<file path="src/rtl/hybrid_pkg.sv">
// Shared state encoding and gate patterns for the sigma-driven full-bridge driver.
package hybrid_pkg;

   typedef enum logic [2:0] {
      ST_OFF    = 3'd0,
      ST_POS    = 3'd1,
      ST_DT_NEG = 3'd2,
      ST_NEG    = 3'd3,
      ST_DT_POS = 3'd4
   } bridge_state_t;

   // Bit order is {S1, S2, S3, S4}.
   localparam logic [3:0] GATES_OFF = 4'b0000;
   localparam logic [3:0] GATES_POS = 4'b1001;
   localparam logic [3:0] GATES_NEG = 4'b0110;

   function automatic logic [3:0] gates_for(input bridge_state_t st);
      logic [3:0] g;
      g = GATES_OFF;
      case (st)
         ST_POS:  g = GATES_POS;
         ST_NEG:  g = GATES_NEG;
         default: g = GATES_OFF;
      endcase
      return g;
   endfunction

   function automatic logic is_dead_time(input bridge_state_t st);
      return (st == ST_DT_POS) || (st == ST_DT_NEG);
   endfunction

endpackage

</file>
<file path="src/rtl/bit_sync.sv">
// Multi-stage flip-flop synchronizer for a single bit, cleared by an async active-low reset.
module bit_sync #(
   parameter int STAGES = 2
) (
   input  logic i_CLK,
   input  logic i_RESET,
   input  logic i_d,
   output logic o_q
);

   logic [STAGES-1:0] sync_reg;

   genvar gi;
   generate
      for (gi = 0; gi < STAGES; gi++) begin : g_stage
         if (gi == 0) begin : g_first
            always_ff @(posedge i_CLK or negedge i_RESET) begin
               if (!i_RESET) sync_reg[gi] <= 1'b0;
               else          sync_reg[gi] <= i_d;
            end
         end else begin : g_chain
            always_ff @(posedge i_CLK or negedge i_RESET) begin
               if (!i_RESET) sync_reg[gi] <= 1'b0;
               else          sync_reg[gi] <= sync_reg[gi-1];
            end
         end
      end
   endgenerate

   assign o_q = sync_reg[STAGES-1];

endmodule

</file>
<file path="src/rtl/sigma_bridge_driver.sv">
// Full-bridge gate driver: turns the hybrid controller's sigma into diagonal gate
// commands with programmable dead time and a minimum dwell per conduction state.
module sigma_bridge_driver
   import hybrid_pkg::*;
#(
   parameter int SYNC_STAGES = 2,
   parameter int DT_W        = 8,
   parameter int DWELL_W     = 16,
   parameter int CNT_W       = 16
) (
   input  logic               i_CLK,
   input  logic               i_RESET,
   input  logic               i_sigma,
   input  logic               i_enable,
   input  logic [DT_W-1:0]    i_deadtime,
   input  logic [DWELL_W-1:0] i_min_dwell,
   output logic               o_S1,
   output logic               o_S2,
   output logic               o_S3,
   output logic               o_S4,
   output logic               o_sigma_applied,
   output logic               o_busy,
   output logic [CNT_W-1:0]   o_switch_count
);

   localparam logic [DT_W-1:0]    DT_ONE    = 1;
   localparam logic [DWELL_W-1:0] DWELL_ONE = 1;
   localparam logic [CNT_W-1:0]   CNT_ONE   = 1;

   logic                sigma_s;
   bridge_state_t       state_reg, state_next;
   logic [DT_W-1:0]     dt_cnt_reg;
   logic [DWELL_W-1:0]  dwell_cnt_reg;
   logic [3:0]          gates_reg;
   logic                sigma_applied_reg;
   logic                busy_reg;
   logic [CNT_W-1:0]    switch_count_reg;

   logic [DT_W-1:0]     dt_eff;
   logic [DWELL_W-1:0]  dwell_eff;
   logic [DWELL_W:0]    dwell_plus1;
   logic                dwell_met;
   logic                entering;
   logic                enter_pos, enter_neg;

   bit_sync #(
      .STAGES (SYNC_STAGES)
   ) u_sigma_sync (
      .i_CLK   (i_CLK),
      .i_RESET (i_RESET),
      .i_d     (i_sigma),
      .o_q     (sigma_s)
   );

   // Zero settings are promoted to one cycle so dead time and dwell never vanish.
   assign dt_eff      = (i_deadtime == '0)  ? DT_ONE    : i_deadtime;
   assign dwell_eff   = (i_min_dwell == '0) ? DWELL_ONE : i_min_dwell;
   assign dwell_plus1 = {1'b0, dwell_cnt_reg} + {{DWELL_W{1'b0}}, 1'b1};
   assign dwell_met   = dwell_plus1 >= {1'b0, dwell_eff};

   always_comb begin
      state_next = state_reg;
      if (!i_enable) begin
         state_next = ST_OFF;
      end else begin
         case (state_reg)
            ST_OFF:    state_next = sigma_s ? ST_DT_POS : ST_DT_NEG;
            ST_DT_POS: if (dt_cnt_reg <= DT_ONE) state_next = ST_POS;
            ST_DT_NEG: if (dt_cnt_reg <= DT_ONE) state_next = ST_NEG;
            ST_POS:    if (!sigma_s && dwell_met) state_next = ST_DT_NEG;
            ST_NEG:    if (sigma_s && dwell_met)  state_next = ST_DT_POS;
            default:   state_next = ST_OFF;
         endcase
      end
   end

   assign entering  = (state_next != state_reg);
   assign enter_pos = (state_next == ST_POS) && (state_reg == ST_DT_POS);
   assign enter_neg = (state_next == ST_NEG) && (state_reg == ST_DT_NEG);

   // Outputs decode from state_next so gates change on the same edge as the state.
   always_ff @(posedge i_CLK or negedge i_RESET) begin
      if (!i_RESET) begin
         state_reg         <= ST_OFF;
         gates_reg         <= GATES_OFF;
         busy_reg          <= 1'b0;
         sigma_applied_reg <= 1'b0;
         switch_count_reg  <= '0;
      end else begin
         state_reg <= state_next;
         gates_reg <= gates_for(state_next);
         busy_reg  <= is_dead_time(state_next);
         if (enter_pos) begin
            sigma_applied_reg <= 1'b1;
            if (!sigma_applied_reg) switch_count_reg <= switch_count_reg + CNT_ONE;
         end else if (enter_neg) begin
            sigma_applied_reg <= 1'b0;
            if (sigma_applied_reg) switch_count_reg <= switch_count_reg + CNT_ONE;
         end
      end
   end

   always_ff @(posedge i_CLK or negedge i_RESET) begin
      if (!i_RESET) begin
         dt_cnt_reg    <= '0;
         dwell_cnt_reg <= '0;
      end else begin
         if (is_dead_time(state_next)) begin
            dt_cnt_reg <= entering ? dt_eff : (dt_cnt_reg - DT_ONE);
         end
         if ((state_next == ST_POS) || (state_next == ST_NEG)) begin
            if (entering)                dwell_cnt_reg <= '0;
            else if (dwell_cnt_reg != '1) dwell_cnt_reg <= dwell_cnt_reg + DWELL_ONE;
         end
      end
   end

   assign o_S1            = gates_reg[3];
   assign o_S2            = gates_reg[2];
   assign o_S3            = gates_reg[1];
   assign o_S4            = gates_reg[0];
   assign o_busy          = busy_reg;
   assign o_sigma_applied = sigma_applied_reg;
   assign o_switch_count  = switch_count_reg;

endmodule

</file>
<file path="config.mk">
export PLATFORM = sky130hd
export DESIGN_NAME = sigma_bridge_driver
export DESIGN_NICKNAME = d
export VERILOG_FILES = /design/src/rtl/hybrid_pkg.sv /design/src/rtl/bit_sync.sv /design/src/rtl/sigma_bridge_driver.sv
export SDC_FILE = /design/constraint.sdc
export NUM_CORES = 1
export LEC_CHECK = 0
export ABC_AREA = 1
export CAP_MARGIN = 5
export CORE_MARGIN = 1.5
export CORE_UTILIZATION = 30
export DETAILED_ROUTE_END_ITERATION = 6
export MAX_ROUTING_LAYER = met4
export PLACE_DENSITY = 0.5
export REMOVE_ABC_BUFFERS = 1
export SLEW_MARGIN = 10
export SYNTH_ARGS = -nofsm -noshare
export SYNTH_HDL_FRONTEND = slang
export SYNTH_HIERARCHICAL = 1
export SYNTH_SLANG_ARGS = --single-unit
</file>
<file path="constraint.sdc">
create_clock -name i_CLK -period 4.7 [get_ports i_CLK]
set_input_delay 1.41 -clock i_CLK [delete_from_list [all_inputs] [get_ports i_CLK]]
set_output_delay 1.41 -clock i_CLK [all_outputs]
set_load 0.05 [all_outputs]
</file>
; ---- Word-level counts from Yosys, hierarchy flattened
; Index checks and enable logic that the tools add are counted.
; Widths: inputs -> output; s select.
[word_totals]
reg_bits = 51
latchBits = 0
ram_bits = 0
mem_bits_ro = 0
wordCells = 60
n_memories = 0
[classes]
addsub = 4
n_mul = 0
div = 0
order_cmp = 2
n_eq_ne = 11
n_shift = 0
n_mux = 19
bitwise_logic = 0
reduce_logical = 15
[op_table]
columns = operator, count
row1 = $mux 16, 7
row2 = $add 16x1->16 const B, 2
row3 = $mux 3, 6
row4 = $add 16x1->17 const B, 1
row5 = $ge 17x16->1, 1
row6 = $logic_not 16->1, 1
row7 = $mux 8, 2
row8 = $ne 16x16->1 const B, 1
row9 = $pmux 3 s5, 1
row10 = $eq 3x2->1 const B, 4
row11 = $le 8x1->1 const B, 1
row12 = $logic_not 8->1, 1
row13 = $pmux 4 s2, 1
row14 = $sub 8x1->8 const B, 1
row15 = $eq 3x1->1 const B, 2
row16 = $eq 3x3->1 const B, 2
row17 = $reduce_bool 2->1, 3
row18 = $logic_and 1x1->1, 4
row19 = $logic_not 3->1, 1
row20 = $ne 3x3->1, 1
row21 = $reduce_and 3->1, 1
row22 = $logic_or 1x1->1, 2
row23 = $mux 1, 2
row24 = $ne 2x2->1 const B, 1
row25 = other kinds (2), 2

; ---- Logic depth before layout (Yosys ltp)
[depth]
depth_word = 11
ltp_mapped = 28
depth_no_buf = 27

; ---- Cells and area by module
; Netlist, hierarchy kept.
[by_module_without_submodules]
columns = mod, n_inst, cells_each, area_each_um2
row1 = sigma_bridge_driver, 1, 492, 3583.4
row2 = bit_sync, 1, 2, 50.0

; ---- Worst setup path after synthesis
; No wires, ideal clock.
[synth_path]
path_kind = input to register
start = in i_min_dwell[8]
end = reg dt_cnt_reg[2]
arrival_time_ns = 3.469
required_time_ns = 4.583
path_slack_ns = 1.114
path_stages = 22
path_buffers = 1
cell_sequence = nor4_1 > a41o_1 > ha_1 > nand2_1 > inv_1 > nand2_1 > nor2_1 > nand2_1 > nand3_1 > nor2_1 > nand2_2 > nand3_1 > nand2_1 > nand2_1 > nand2_1 > nand2_1 > nand3_1 > nor2_4 > buf_4 > nand2_1 > nand3_1 > nand2_1
[synth_between]
elab_chain_cells = 9
[synth_rtl]
columns = item, line_no
row1 = "start, declared", sigma_bridge_driver.sv:16  ; input logic [DWELL_W-1:0] i_min_dwell,
row2 = $logic_not 16->1, sigma_bridge_driver.sv:57  ; assign dwell_eff = (i_min_dwell == '0) ? DWELL_ONE : i_min_dwell;
row3 = $mux 16 (*), sigma_bridge_driver.sv:57
row4 = $ge 17x16->1 (*), sigma_bridge_driver.sv:59  ; assign dwell_met = dwell_plus1 >= {1'b0, dwell_eff};
row5 = $logic_and 1x1->1 (on tied branches), "sigma_bridge_driver.sv:71, sigma_bridge_driver.sv:70"
row6 = $mux 3 (on tied branches), "sigma_bridge_driver.sv:71, sigma_bridge_driver.sv:70"
row7 = $pmux 3 s5 (*), sigma_bridge_driver.sv:66  ; case (state_reg)
row8 = $mux 3 (*), sigma_bridge_driver.sv:63  ; if (!i_enable) begin
row9 = $ne 3x3->1 (tied with other cells), sigma_bridge_driver.sv:77  ; assign entering = (state_next != state_reg);
row10 = $mux 8 / $logic_or 1x1->1 (equally long branches), "sigma_bridge_driver.sv:109, hybrid_pkg.sv:29"
row11 = "end signal, assigned", sigma_bridge_driver.sv:109  ; dt_cnt_reg <= entering ? dt_eff : (dt_cnt_reg - DT_ONE);
row12 = "end, declared", sigma_bridge_driver.sv:32  ; logic [DT_W-1:0] dt_cnt_reg;
; Every way passes the cells marked *; elsewhere a longest branch is shown, timed or not.
; A chain may end at the register's enable or synchronous reset.

; ---- Worst setup path in the final report
[layout_path]
start = in i_min_dwell[12]
end = reg switch_count_reg[5] (netlist: o_switch_count[5])
[layout_between]
elab_chain_cells = 11
[layout_rtl]
columns = item, line_no
row1 = $logic_not 16->1, sigma_bridge_driver.sv:57
row2 = $mux 16 (*), sigma_bridge_driver.sv:57
row3 = $ge 17x16->1 (*), sigma_bridge_driver.sv:59
row4 = $logic_and 1x1->1 (on tied branches), "sigma_bridge_driver.sv:71, sigma_bridge_driver.sv:70"
row5 = $mux 3 (on tied branches), "sigma_bridge_driver.sv:71, sigma_bridge_driver.sv:70"
row6 = $pmux 3 s5 (*), sigma_bridge_driver.sv:66
row7 = $mux 3 (*), sigma_bridge_driver.sv:63
row8 = $eq 3x1->1 / $eq 3x2->1 (equally long branches), "sigma_bridge_driver.sv:78, sigma_bridge_driver.sv:79"
row9 = $logic_and 1x1->1 (on tied branches), "sigma_bridge_driver.sv:78, sigma_bridge_driver.sv:79"
row10 = $ne 2x2->1 (no source line) / $reduce_bool 2->1 (equally long branches), -
row11 = $reduce_and 3->1 (no source line), -
row12 = "end signal, assigned", sigma_bridge_driver.sv:95  ; if (!sigma_applied_reg) switch_count_reg <= switch_count_reg + CNT_ONE;
row13 = "end signal, assigned", sigma_bridge_driver.sv:98  ; if (sigma_applied_reg) switch_count_reg <= switch_count_reg + CNT_ONE;
row14 = "end, declared", sigma_bridge_driver.sv:37  ; logic [CNT_W-1:0] switch_count_reg;
; Marks and branches as above.

==> out/qor.yml <==
place_hpwl_um: 6220
die-area_um2: 12800
critical_path_required_ns: 4.88
synth_area_leader_cell: "dfrtp_1"
core-area_um2: 11900
min_path_type: "reg2reg"
h-tree-depth: 2
grt_antenna_before_repair: 0
status: "finished, final reports clean"
worstSetupStartpointType: "input port"
gp_congestion: 0.839
postCtsSetupRepairBufs: 0
synth_warnings: 6
critPathMaxStageDelay_ns: 0.45
r2r_slack_ns: 0.63
fin_area_um2: 4410
synth_cell_types: 39
wl_per_cell_um: 11.8
setup_tns_ns: 0
cp.arrival_ns: 4.45
die_h_um: 113
track_usage_pct: 13.6
ys_ff_latch: 49
worst-setup-path-type: "in2reg"
grt_pass1_wl_um: 14000
initial_core_util_pct: 30.5
slew_violations: 0
hp-start: "u_sigma_sync/sync_reg[0]$_DFF_PN0_"
powerDensity_nw_per_um2: 326
drtIter0Drc: 146
n_antenna_cell: 0
cts_buffers: 5
grt_pass1_vias: 3062
min_to: "u_sigma_sync/o_q$_DFF_PN0_"
num_vias: 3197
final_core_util_pct: 37.0
crit_path_end_kind: "flip-flop"
drc: 0
cts_tree: "done"
yosysTopAreaCellShare_pct: 33.7
yosysSeqAreaShare_pct: 33.7
overflow: 0
drv_cap: 0
drt_wl_total_um: 8140
worstPathCellList: "clkdlybuf4s50_1, nor4_1, a41o_1, ha_1, nand2_1, inv_1, nand2_1, nor2_1, nand2_1, nand3_1, nor2_1, nand2_2, nand2_2, nand2_4, nand3_2, nand2_2, inv_2, nand3_1, nand2_2, nand2_1, nor2_1, nor2_1"
worstMarginPinSlew_ns: 0.666
hold_path_depth: 0
clkTransAtPathRegs_ns: 0.06
cts_buffer_depth: 2
cts_sinks: 49
grt_max_degree: 50
finalSetupViolations: 0
synth.cell_area_um2: 3630
drt_pass1_iterations: 7
clock_insertion_delay_worst_skew_ns: 0.29
crit_fanout: 17
drive_above_1_share_pct: 10.5
synth.avg_cell_area_um2: 7.36
hold_violations: 0
finalNetCount: 593
min_period_over_period_pct: 90.9
p_leak_nw: 2.19
die-width_um: 113
syn_to_final_growth_pct: 21.3
fmax_mhz: 234
synthCells: 494
crit_path_top_delay_cell: "nor4_1"
io_buffers: 49
synthTopCellsByArea: "dfrtp_1 34%, nand2_1 15%, inv_1 8.2%"
r2r-end: "o_switch_count[5]$_DFFE_PN0P_"
instances_no_fill: 692
skew_ns: 0.00382
num_rows: 40
clk_root_buffer_cell: "clkbuf_16"
reg2reg_depth: 25
viasPerCell: 4.62
slew_headroom_pct: 55.6
placedCellCount: 685
grt_setup_unrepaired: "false"
vdd_ir_drop_max_mv: 0.169
timing.rr.start: "dwell_cnt_reg[0]$_DFFE_PN0P_"
post-route-min-period_ns: 4.27
detail-route-antenna-nets: 0
placed_cell_area_um2: 4260
pin_count: 50
routing by layer:
layer / global-route usage (%) / wire (um)
met1: 18.0 / 4020
met2: 22.1 / 3780
met3: 2.04 / 252
met4: 3.33 / 85
met5: - / 0
layout make-up:
type,count,area (um^2)
fillers,1287,7500
flip-flops and latches,49,1230
clock buffers,7,143
multi-input cells,353,2010
repair buffers,54,536
well taps,147,184
inverters,82,310
metrics by stage:
step / power [mW] / worst slack [ns] / hold WS, ns
floorplan: 0.904 / 0.970 / 0.331
global placement: 1.07 / 0.175 / 0.341
detailed placement: 1.08 / 0.0217 / 0.344
CTS: 1.45 / 0.324 / 0.358
global route: 1.54 / 0.110 / 0.376
finish: 1.44 / 0.428 / 0.354
placed cells by master (no fill, tap or decap), types with 2 or more instances in the layout:
cell type	n
xnor2_1	14
nand3_2	4
nand2_4	2
clkbuf_16	5
o21ai_0	4
nor2_1	33
nand3_1	29
inv_1	79
clkdlybuf4s50_1	48
xor2_1	12
o21ai_2	7
a21oi_1	6
nor4_1	9
nor3_1	11
nand2_1	144
nand4_1	21
inv_2	2
nand2_2	18
dfrtp_1	49
nor2_2	2
ha_1	20
nor2_4	2
buf_4	4
cell usage after synthesis, drive strengths merged:
cell type    n
or3          1
a21oi        7
buf         10
xnor2       14
dfrtp       49
nor3        12
a21o         1
and2         1
o21ai       12
a41oi        1
nand2      164
inv         82
nand4       22
nand3       34
xor2        12
o22ai        1
ha          20
nor2        37
nor3b        2
nand3b       1
a41o         1
nor4         9
a31oi        1
cells by family (layout without fill, tap and decap cells):
group	Yosys count	count (layout)	share of synthesized area, %
simple gates	283	283	36.9
xor+xnor	26	26	6.27
fa+ha+maj	20	20	6.89
flops	49	49	33.7
compound gates	24	24	5.03
buf+inv	92	143	11.1
how the worst max path moves through the flow:
stage | from | cells past startpoint | to | slack, ns
floorplan | i_min_dwell[8] | 21 | o_switch_count[12]$_DFFE_PN0P_ | 0.97
global placement | i_min_dwell[12] | 22 | o_switch_count[10]$_DFFE_PN0P_ | 0.18
detailed placement | i_min_dwell[12] | 22 | o_switch_count[4]$_DFFE_PN0P_ | 0.02
CTS | i_min_dwell[12] | 22 | o_switch_count[4]$_DFFE_PN0P_ | 0.32
global route | i_min_dwell[12] | 21 | o_switch_count[0]$_DFFE_PN0P_ | 0.11
finish | i_min_dwell[12] | 22 | o_switch_count[5]$_DFFE_PN0P_ | 0.43
worst max-delay path, delay by kind of cell:
family	cells	cell delay [ns]
buffers and inverters	3	0.63
adders and majority gates	1	0.23
AOI/OAI and AO/OA	1	0.24
and+or+nand+nor	17	1.95
repair_timing:
action	4_1_cts	5_1_grt
setup endpoints to repair	0	2
resized for setup	0	1
hold buffers	0	0
where the power goes:
part | switching, mW | leakage, nW | internal (mW)
logic | 0.322 | 1.47 | 0.206
registers | 0.0634 | 0.648 | 0.482
clock network | 0.155 | 0.0700 | 0.210
(Power assumes the default switching activity.)
